--- config.mk ---
export PLATFORM = sky130hd
export DESIGN_NAME = rr_mux_arbiter
export DESIGN_NICKNAME = d
export VERILOG_FILES = /design/src/rtl/mux_arb_pkg.sv /design/src/rtl/rr_pick.sv /design/src/rtl/rr_mux_arbiter.sv
export SDC_FILE = /design/constraint.sdc
export NUM_CORES = 1
export LEC_CHECK = 0
export ABC_AREA = 0
export BUFFER_PORTS_ARGS = -buffer_cell sky130_fd_sc_hd__buf_2
export CORE_MARGIN = 2
export CORE_UTILIZATION = 38
export DETAILED_ROUTE_END_ITERATION = 12
export PLACE_DENSITY = 0.79
export SLEW_MARGIN = 20
export SYNTH_ARGS = -nofsm -noshare
export SYNTH_HDL_FRONTEND = slang
export SYNTH_SLANG_ARGS = --single-unit
export TNS_END_PERCENT = 5
--- constraint.sdc ---
create_clock -name clk -period 2.3 [get_ports clk]
set_input_delay 0.46 -clock clk [delete_from_list [all_inputs] [get_ports clk]]
set_output_delay 0.46 -clock clk [all_outputs]
set_load 0.03 [all_outputs]
--- src/rtl/mux_arb_pkg.sv ---
// Shared types and defaults for the round-robin mux arbiter.
package mux_arb_pkg;

   typedef enum logic {
      IDLE  = 1'b0,
      GRANT = 1'b1
   } arb_state_e;

   localparam int DEF_N = 4;
   localparam int DEF_W = 8;

endpackage

--- src/rtl/rr_pick.sv ---
// Round-robin priority pick: first set request at or after ptr, modulo N.
module rr_pick #(
   parameter int N  = 4,
   parameter int IW = $clog2(N)
) (
   input  logic [N-1:0]  req,
   input  logic [IW-1:0] ptr,
   output logic          found,
   output logic [IW-1:0] idx
);

   logic [IW-1:0] cand;

   // Scan from the farthest offset down so the nearest set bit wins last.
   always_comb begin
      found = |req;
      idx   = '0;
      cand  = '0;
      for (int i = N - 1; i >= 0; i--) begin
         cand = ptr + IW'(i);
         if (req[cand]) idx = cand;
      end
   end

endmodule

--- src/rtl/rr_mux_arbiter.sv ---
// Round-robin arbiter driving an N:1 data mux; one word per grant, IDLE bubble between grants.
module rr_mux_arbiter
   import mux_arb_pkg::*;
#(
   parameter int N = DEF_N,
   parameter int W = DEF_W
) (
   input  logic                 clk,
   input  logic                 rst,
   input  logic [N-1:0]         req,
   input  logic [N*W-1:0]       data,
   input  logic                 out_ready,
   output logic                 out_valid,
   output logic [W-1:0]         out_data,
   output logic [$clog2(N)-1:0] gnt_idx,
   output logic [N-1:0]         ack
);

   localparam int IW = $clog2(N);

   arb_state_e    state_q, state_d;
   logic [IW-1:0] ptr_q, ptr_d;
   logic [IW-1:0] gnt_q, gnt_d;
   logic          pick_found;
   logic [IW-1:0] pick_idx;
   logic [W-1:0]  slice [N];

   rr_pick #(.N(N), .IW(IW)) u_pick (
      .req   (req),
      .ptr   (ptr_q),
      .found (pick_found),
      .idx   (pick_idx)
   );

   for (genvar k = 0; k < N; k++) begin : g_slice
      assign slice[k] = data[k*W +: W];
   end

   always_ff @(posedge clk) begin
      if (rst) begin
         state_q <= IDLE;
         ptr_q   <= '0;
         gnt_q   <= '0;
      end else begin
         state_q <= state_d;
         ptr_q   <= ptr_d;
         gnt_q   <= gnt_d;
      end
   end

   always_comb begin
      state_d   = state_q;
      ptr_d     = ptr_q;
      gnt_d     = gnt_q;
      out_valid = 1'b0;
      ack       = '0;
      case (state_q)
         IDLE: begin
            if (pick_found) begin
               gnt_d   = pick_idx;
               state_d = GRANT;
            end
         end
         GRANT: begin
            out_valid = req[gnt_q];
            if (!req[gnt_q]) begin
               state_d = IDLE;
            end else if (out_ready) begin
               // A coincident reset cancels the transfer, so no ack escapes.
               ack[gnt_q] = ~rst;
               ptr_d      = gnt_q + IW'(1);
               state_d    = IDLE;
            end
         end
         default: state_d = IDLE;
      endcase
   end

   assign out_data = (state_q == GRANT) ? slice[gnt_q] : '0;
   assign gnt_idx  = gnt_q;

endmodule

Yosys cells after proc, flatten, opt, wreduce, memory -nomap -nowiden
Index checks and enable logic that the tools add are counted. W data, S select, Z words.

$add $sub $neg: 4. Magnitude comparators: 7. Muxes and demuxes: 28. Bitwise gates (word level): 4. Reduce and logical (&&, ||, !) cells: 4.

Operator list (count): $mux W8 (3); $bmux W8 S2 (1); $lt A2 B3 Y1 const B (5); $mux W4 (3); $bmux W1 S2 (5); $mux W1 (10); $mux W2 (4); $add A2 B1 Y2 const B (2); $add A2 B2 Y2 const B (2); $and A4 B4 Y4 (1); $reduce_or A4 Y1 (1); $ge A3 B3 Y1 const B (1); $not A2 Y3 (1); $reduce_and A3 Y1 (1); $demux W1 S2 (1); $ge A2 B1 Y1 const B (1); $not A1 Y1 (2); $pmux W1 S2 (1); $reduce_and A2 Y1 (1); $logic_and A1 B1 Y1 (1).

Register bits after elaboration: 5. Input port bits: 39. Output and inout port bits: 15. Word-level logic and storage cells: 50.

Logic depth before layout (Yosys ltp)
Gate-level depths: netlist (run 1).

Depth after elaboration: 8. Mapped depth: 5. Mapped depth without buffers: 4.

Modules after synthesis
Synthesis (run 1) repeated with hierarchy kept, for this count alone.

Cell total of the unflattened synthesis: 69. Area, all modules: 678.2 µm².

By module, submodules not included: rr_mux_arbiter (times used 1, cells each 56, area an instance 600.6 µm²); rr_pick (times used 1, cells each 13, area an instance 77.6 µm²).

Least setup slack after synthesis (run 1)
OpenSTA, ideal clock, no wires.

Path kind: register -> output. Start point: register gnt_q[0], in the netlist gnt_idx[0]. End point: output ack[1]. Data arrival time: 1.804 ns. Required time: 1.840 ns. Path slack: 0.036 ns. Stages on the path, launching flop included: 4. Path through: dfxtp_1 -> mux4_2 -> nand3_2 -> nor3b_1.

Cells in the longest elaborated chain, start to end: 8. Elaborated cells between the ends (all ways): 11. Those cells by class: 2 x order compare; 7 x mux; 1 x bitwise; 1 x reduce/logical.

RTL lines: start, declared (RTL line rr_mux_arbiter.sv:23) `logic [IW-1:0] gnt_q, gnt_d;`; start signal, assigned (RTL line rr_mux_arbiter.sv:47) `gnt_q <= gnt_d;`; $lt A2 B3 Y1 (implied by the code) / $ge A2 B1 Y1 (equally long branches) (RTL line rr_mux_arbiter.sv:70) `ack[gnt_q] = ~rst;`; $logic_and A1 B1 Y1 (implied by the code) (RTL line rr_mux_arbiter.sv:70); $mux W1 (implied by the code) (RTL line rr_mux_arbiter.sv:70); $demux W1 S2 (RTL line rr_mux_arbiter.sv:70); $and A4 B4 Y4 (no source line); $mux W4 (RTL line rr_mux_arbiter.sv:68) `end else if (out_ready) begin`; $mux W4 * (RTL line rr_mux_arbiter.sv:66) `if (!req[gnt_q]) begin`; $mux W4 * (RTL line rr_mux_arbiter.sv:57) `case (state_q)`; end, declared (RTL line rr_mux_arbiter.sv:16) `output logic [N-1:0] ack`.

Every way passes the cells marked *; elsewhere a longest branch is shown, timed or not. The select of a mux whose other input is x is not followed.

Worst setup path after layout (run 1)
Start point: register gnt_q[0], in the netlist gnt_idx[0]. End point: output out_data[1].

Cells in the longest elaborated chain, start to end: 5.

RTL lines: $not A2 Y3 (implied by the code) (RTL line rr_mux_arbiter.sv:79) `assign out_data = (state_q == GRANT) ? slice[gnt_q] : '0;`; $bmux W8 S2 (RTL line rr_mux_arbiter.sv:79); $mux W8 (implied by the code) (2 in a row) (RTL line rr_mux_arbiter.sv:79); $mux W8 (RTL line rr_mux_arbiter.sv:79); end, declared (RTL line rr_mux_arbiter.sv:14) `output logic [W-1:0] out_data,`.

No other way between the ends. The select of a mux whose other input is x is not followed.

==> results of run 1 <==
-- worst reg2reg max path, stage by stage (launching register included) --
cell and delay [ns]:
dfxtp_1 0.38, mux4_2 0.55, nand3_2 0.18, mux2_4 0.31
-- registers in the layout, summed over array words and instances (netlist names) --
signal,cells
gnt_idx,2
ptr_q,2
state_q,1
-- metal layers --
layer | part of all wire, % | wire length [um]
met5 | 0 | 0
met4 | 0.28 | 5
met3 | 4.6 | 83
met2 | 59 | 1070
met1 | 36 | 644
-- power groups by stage --
stage,Clock [mW],Sequential [mW],Combinational (mW)
final,0.0990,0.103,0.175
after global placement,0,0.104,0.172
after CTS,0.103,0.103,0.177
after detailed placement,0,0.104,0.177
after floorplan,0,0.104,0.110
after global routing,0.113,0.104,0.189
-- cell type report --
class	instances	area (sq um)	area share [%]
multi-input cells	53	519	53.8
inverters	3	11.3	1.17
well taps	16	20.0	2.08
clock buffers	4	26.3	2.72
flip-flops and latches	5	100	10.4
repair buffers	56	288	29.8
-- placed cells by master (no fill, tap or decap), types with 2 or more instances in the layout --
cell      count
a21oi_1       2
buf_2        53
nor3b_1       4
nor2b_1       4
nor2_1        3
ha_1          4
mux4_2        9
inv_1         3
o21ai_0       2
buf_4         3
clkbuf_4      3
and2_1        9
nand2b_1      4
dfxtp_1       5
-- kinds of logic (layout without fill, tap and decap cells) --
family,count (synthesis),after routing
mux,11,11
compound gates,8,8
fa+ha+maj,4,4
buf+inv,7,63
flops,5,5
simple gates,30,30
-- path summary, 6_finish.rpt --
| kind | cells past startpoint | from | to | slack (ns) |
|---|---|---|---|---|
| hold / removal | 3 | out_ready | state_q | 0.52 |
| hold reg to reg | 2 | ptr_q[1] | ptr_q[1] | 0.52 |
| setup reg to reg | 3 | gnt_idx[0] | ptr_q[0] | 0.77 |
| setup / recovery | 4 | gnt_idx[0] | out_data[1] | 0.18 |
-- metrics by stage --
stage	utilization, %	setup WS [ns]	area (sq um)	hold slack (ns)
after floorplan	-	0.0360	647	0.487
after global placement	60.2	0.337	938	0.519
after detailed placement	60.2	0.316	938	0.528
after CTS	61.9	0.161	965	0.517
after global routing	61.9	0.0530	965	0.538
final	61.9	0.179	965	0.525
==> flow_summary.toml, run 1 <==
[logic_synthesis]
synth_commonest_cells = "and2_1 (9), mux4_2 (9), dfxtp_1 (5)"
synth_top_cell_by_area = "mux4_2"
syn-cell-area_sq_um = 647
synth_nets = 108
synth.top_cell.area_share_pct = 31.3
synth_compound_area_share_pct = 8.51
ys_seq_area_share_pct = 15.5
synthCells = 65
synth_ff_type = "dfxtp_1"
synth-simple-area-share_pct = 28.8
post_synth_fa_ha_maj_area_fraction_pct = 7.74
avgSynthCellArea_sq_um = 9.95
synth_xor_area_share_pct = 0
yosys_warnings = 0
synth_top_family_by_area = "multiplexers"
synth_cell_types = 25
muxShareOfSynthArea_pct = 35.2
async_flop_share_pct = 0
synth-edff-count = 0
yosys_register_bits = 5
synthTopCellsByArea = "mux4_2 (31%), dfxtp_1 (15%), and2_1 (8.7%)"

[grt]
grt.total_usage_pct = 20.5
grt_pass1_vias = 727
grtUsageMet2_pct = 40.3
top_usage_layer = "met2"
gr-usage-met1_pct = 19.6
grt_start_max_net_pins = 15
antenna_found_initial = 0
overflow = 0
use_met3_pct = 7.20
grt_pass1_wl_um = 3000

[worst_setup_path]
cp-start-kind = "flip-flop"
arrival_ns = 1.66
max_stage_delay_ns = 0.50
end_kind = "output pin"
path_max_fanout = 7
path_class = "reg2out"
cp_top_family = "multiplexers"
cp_slowest_cell = "mux4_2"
required_ns = 1.84
crit_chain = "buf_4 -> mux4_2 -> and2_1 -> buf_2"
worst-path-buf-inv = 2

[detailed_routing]
first_pass_iters = 4
ant_nets = 0
avgRoutedWirePerCell_um = 13.1
drc = 0
vias = 723
viasPerCell = 5.28
routed_wl_um = 1800
drt_iter0_drc = 7

[pwr]
power_frac_clock_pct = 26.3
internal-power_mw = 0.247
p_leak_nw = 0.481
swShare_pct = 34.5
power_mw = 0.377
ir_drop_mv = 0.286
pwr-share-comb_pct = 46.5
switching_power_mw = 0.130
seqPwrFrac_pct = 27.3
pwr_density_cell_nw_per_um2 = 391

[sta]
period_needed_ns = 2.12
slew_viol_final = 0
setup_viol_count_final = 0
rsz0062_at_grt = "false"
max_freq_ghz = 0.471
tightestPinTransition_ns = 0.378
tns_ns = 0
period_share_pct = 92.2
final.setup_skew_ns = 0.00220
slew-limit-headroom_pct = 74.8
hold_violations = 0

[place]
hpwl_um = 1540
io_buffers = 53
placed_cells = 133
gp_congestion = 0.800

[clock_network]
cts_hold_buf = 0
clk_pin_slew_ns = 0.04
postCtsSetupBuffers = 0
cts.path.max_buffers = 2
clkLatencyLatePin_ns = 0.24
cts_tree = "built"
htree_levels = 1
cts_resized = 0
cts-root-buf = "clkbuf_4"
cts_buffers = 3
cts.sinks = 5

[floorplanning]
die_w_um = 45.3
die_h_um = 45.3
start_util_pct = 41.5
row_count = 14
io_pins = 54
design.die.area_sq_um = 2050
core_area_sq_um = 1560

[run]
max_cap_violations = 0

[outcome]
outcome = "finished clean"

[final_layout]
fin_nets = 165
num_antenna_cells = 0
drive_gt1_share_pct = 58.7
area.growth.synth_to_final_pct = 49.1
nFillCells = 147
final_cells = 137

[min_path]
hold_path.class = "in2reg"
Note: power is estimated with default switching activity, not from simulation.
==> inputs of run 2 (changes only) <==
--- a/config.mk
+++ b/config.mk
@@ -7,7 +7,7 @@
 export LEC_CHECK = 0
 export ABC_AREA = 0
 export BUFFER_PORTS_ARGS = -buffer_cell sky130_fd_sc_hd__buf_2
-export CORE_MARGIN = 2
+export CORE_MARGIN = 1.5
 export CORE_UTILIZATION = 38
 export DETAILED_ROUTE_END_ITERATION = 12
 export PLACE_DENSITY = 0.79
==> constraint.sdc (replaced) <==
create_clock -name clk -period 2.3 [get_ports clk]
set_input_delay 0.46 -clock clk [delete_from_list [all_inputs] [get_ports clk]]
set_output_delay 0.46 -clock clk [all_outputs]
set_load 0.05 [all_outputs]
==> flow_summary.toml, run 2 (synthesis gave the netlist of run 1 again) <==
[clock_network]
cts.sinks = 5
htree_levels = 1
cts_buffers = 3
postCtsSetupBuffers = 0
cts-root-buf = "clkbuf_4"
clkLatencyLatePin_ns = 0.24
cts.path.max_buffers = 2
clk_pin_slew_ns = 0.04
cts_tree = "built"

[floorplanning]
die_h_um = 44.3
start_util_pct = 42.0
io_pins = 54
row_count = 14
die_w_um = 44.3
core_area_sq_um = 1540
design.die.area_sq_um = 1960

[detailed_routing]
drc = 0
vias = 738
first_pass_iters = 4
avgRoutedWirePerCell_um = 12.6
ant_nets = 0
drt_iter0_drc = 4
viasPerCell = 5.39
routed_wl_um = 1730

[final_layout]
final_cell_mix = "buf_2 (53), mux4_2 (9), and2_1 (9)"
nFillCells = 144
final_common_cell = "buf_2"
area.growth.synth_to_final_pct = 52.4
drive_gt1_share_pct = 62.8
final_cells = 137
fin_nets = 165
num_antenna_cells = 0

[run]
max_cap_violations = 0

[sta]
slew-limit-headroom_pct = 75.3
period_share_pct = 92.5
max_freq_ghz = 0.470
tightestPinTransition_ns = 0.370
setup_viol_count_final = 0
hold_violations = 0
period_needed_ns = 2.13
final.setup_skew_ns = 0.00405
slew_viol_final = 0
rsz0062_at_grt = "false"
tns_ns = 0

[outcome]
outcome = "finished clean"

[worst_setup_path]
max_stage_delay_ns = 0.50
end_kind = "output pin"
required_ns = 1.84
cp-endpoint = "out_data[3]"
path_max_fanout = 5
reg2regPathDepth = 3
regToRegSetupSlack_ns = 0.75
timing.rr.start = "gnt_idx[0]"
r2r_end = "ptr_q[0]"
crit_chain = "buf_4 -> mux4_2 -> and2_1 -> buf_2"
cp-start-kind = "flip-flop"
arrival_ns = 1.67
cp-startpoint = "gnt_idx[0]"
path_class = "reg2out"
cp_slowest_cell = "mux4_2"

[pwr]
power_mw = 0.402
pwr_density_cell_nw_per_um2 = 407
p_leak_nw = 0.485
ir_drop_mv = 0.442

[min_path]
hold_path.class = "in2reg"

[place]
hpwl_um = 1460
gp_congestion = 0.878
placed_cells = 133
io_buffers = 53

[grt]
grt.total_usage_pct = 19.4
antenna_found_initial = 0
grt_start_max_net_pins = 15
grt_pass1_wl_um = 2820
grt_pass1_vias = 703
overflow = 0
==> run 2: stage by stage <==
stage / hold WS, ns / cell area [sq um] / utilization (%) / worst slack [ns]
5_1_grt: 0.532 / 986 / 64.0 / 0.0942
3_3_place_gp: 0.515 / 958 / 62.2 / 0.276
4_1_cts: 0.514 / 985 / 63.9 / 0.0707
3_5_place_dp: 0.538 / 958 / 62.2 / 0.263
2_1_floorplan: 0.488 / 667 / - / -0.0975
6_report: 0.520 / 986 / 64.0 / 0.172
==> run 2: timing repair <==
item | in CTS | in global routing
setup endpoints to repair | 0 | 1
endpoints found under the hold margin | 0 | 0
resized for setup | 0 | 1
hold buffers | 0 | 0
==> run 2: worst max-delay path, delay by kind of cell, from the launching register on <==
kind                   cells  cell delay (ns)
and+or+nand+nor            1             0.18
DFF                        1             0.38
buffers and inverters      2             0.38
muxes                      1             0.50
==> run 2: routing by layer <==
| metal | global-route usage [%] | up-vias | share of wire, % |
|---|---|---|---|
| met5 | 0 | - | 0 |
| met4 | 3.64 | 0 | 0 |
| met3 | 8.16 | 0 | 14 |
| met2 | 38.2 | 40 | 51 |
| met1 | 18.6 | 344 | 35 |
| li1 | - | 354 | - |
==> run 2: cell type report <==
class | count | area [sq um] | area share [%]
multi-input cells | 53 | 539 | 54.7
repair buffers | 56 | 288 | 29.2
flip-flops and latches | 5 | 101 | 10.3
clock buffers | 4 | 26.3 | 2.66
well taps | 16 | 20.0 | 2.03
inverters | 3 | 11.3 | 1.14
==> run 2: how the worst min path moves through the flow <==
stage	cells after the start	start	end	slack, ns
after floorplan	2	ptr_q[1]	ptr_q[1]	0.49
after global placement	2	ptr_q[1]	ptr_q[1]	0.52
after detailed placement	2	ptr_q[1]	ptr_q[1]	0.54
after CTS	3	out_ready	state_q	0.51
after global routing	3	out_ready	state_q	0.53
final	3	out_ready	state_q	0.52
==> run 2: report_power, final <==
part	leakage (nW)	switching [mW]	internal [mW]	total, mW
logic	0.428	0.111	0.0894	0.201
clock network	0.0150	0.0336	0.0654	0.0990
registers	0.0414	0.00901	0.0930	0.102
total	0.485	0.154	0.248	0.402
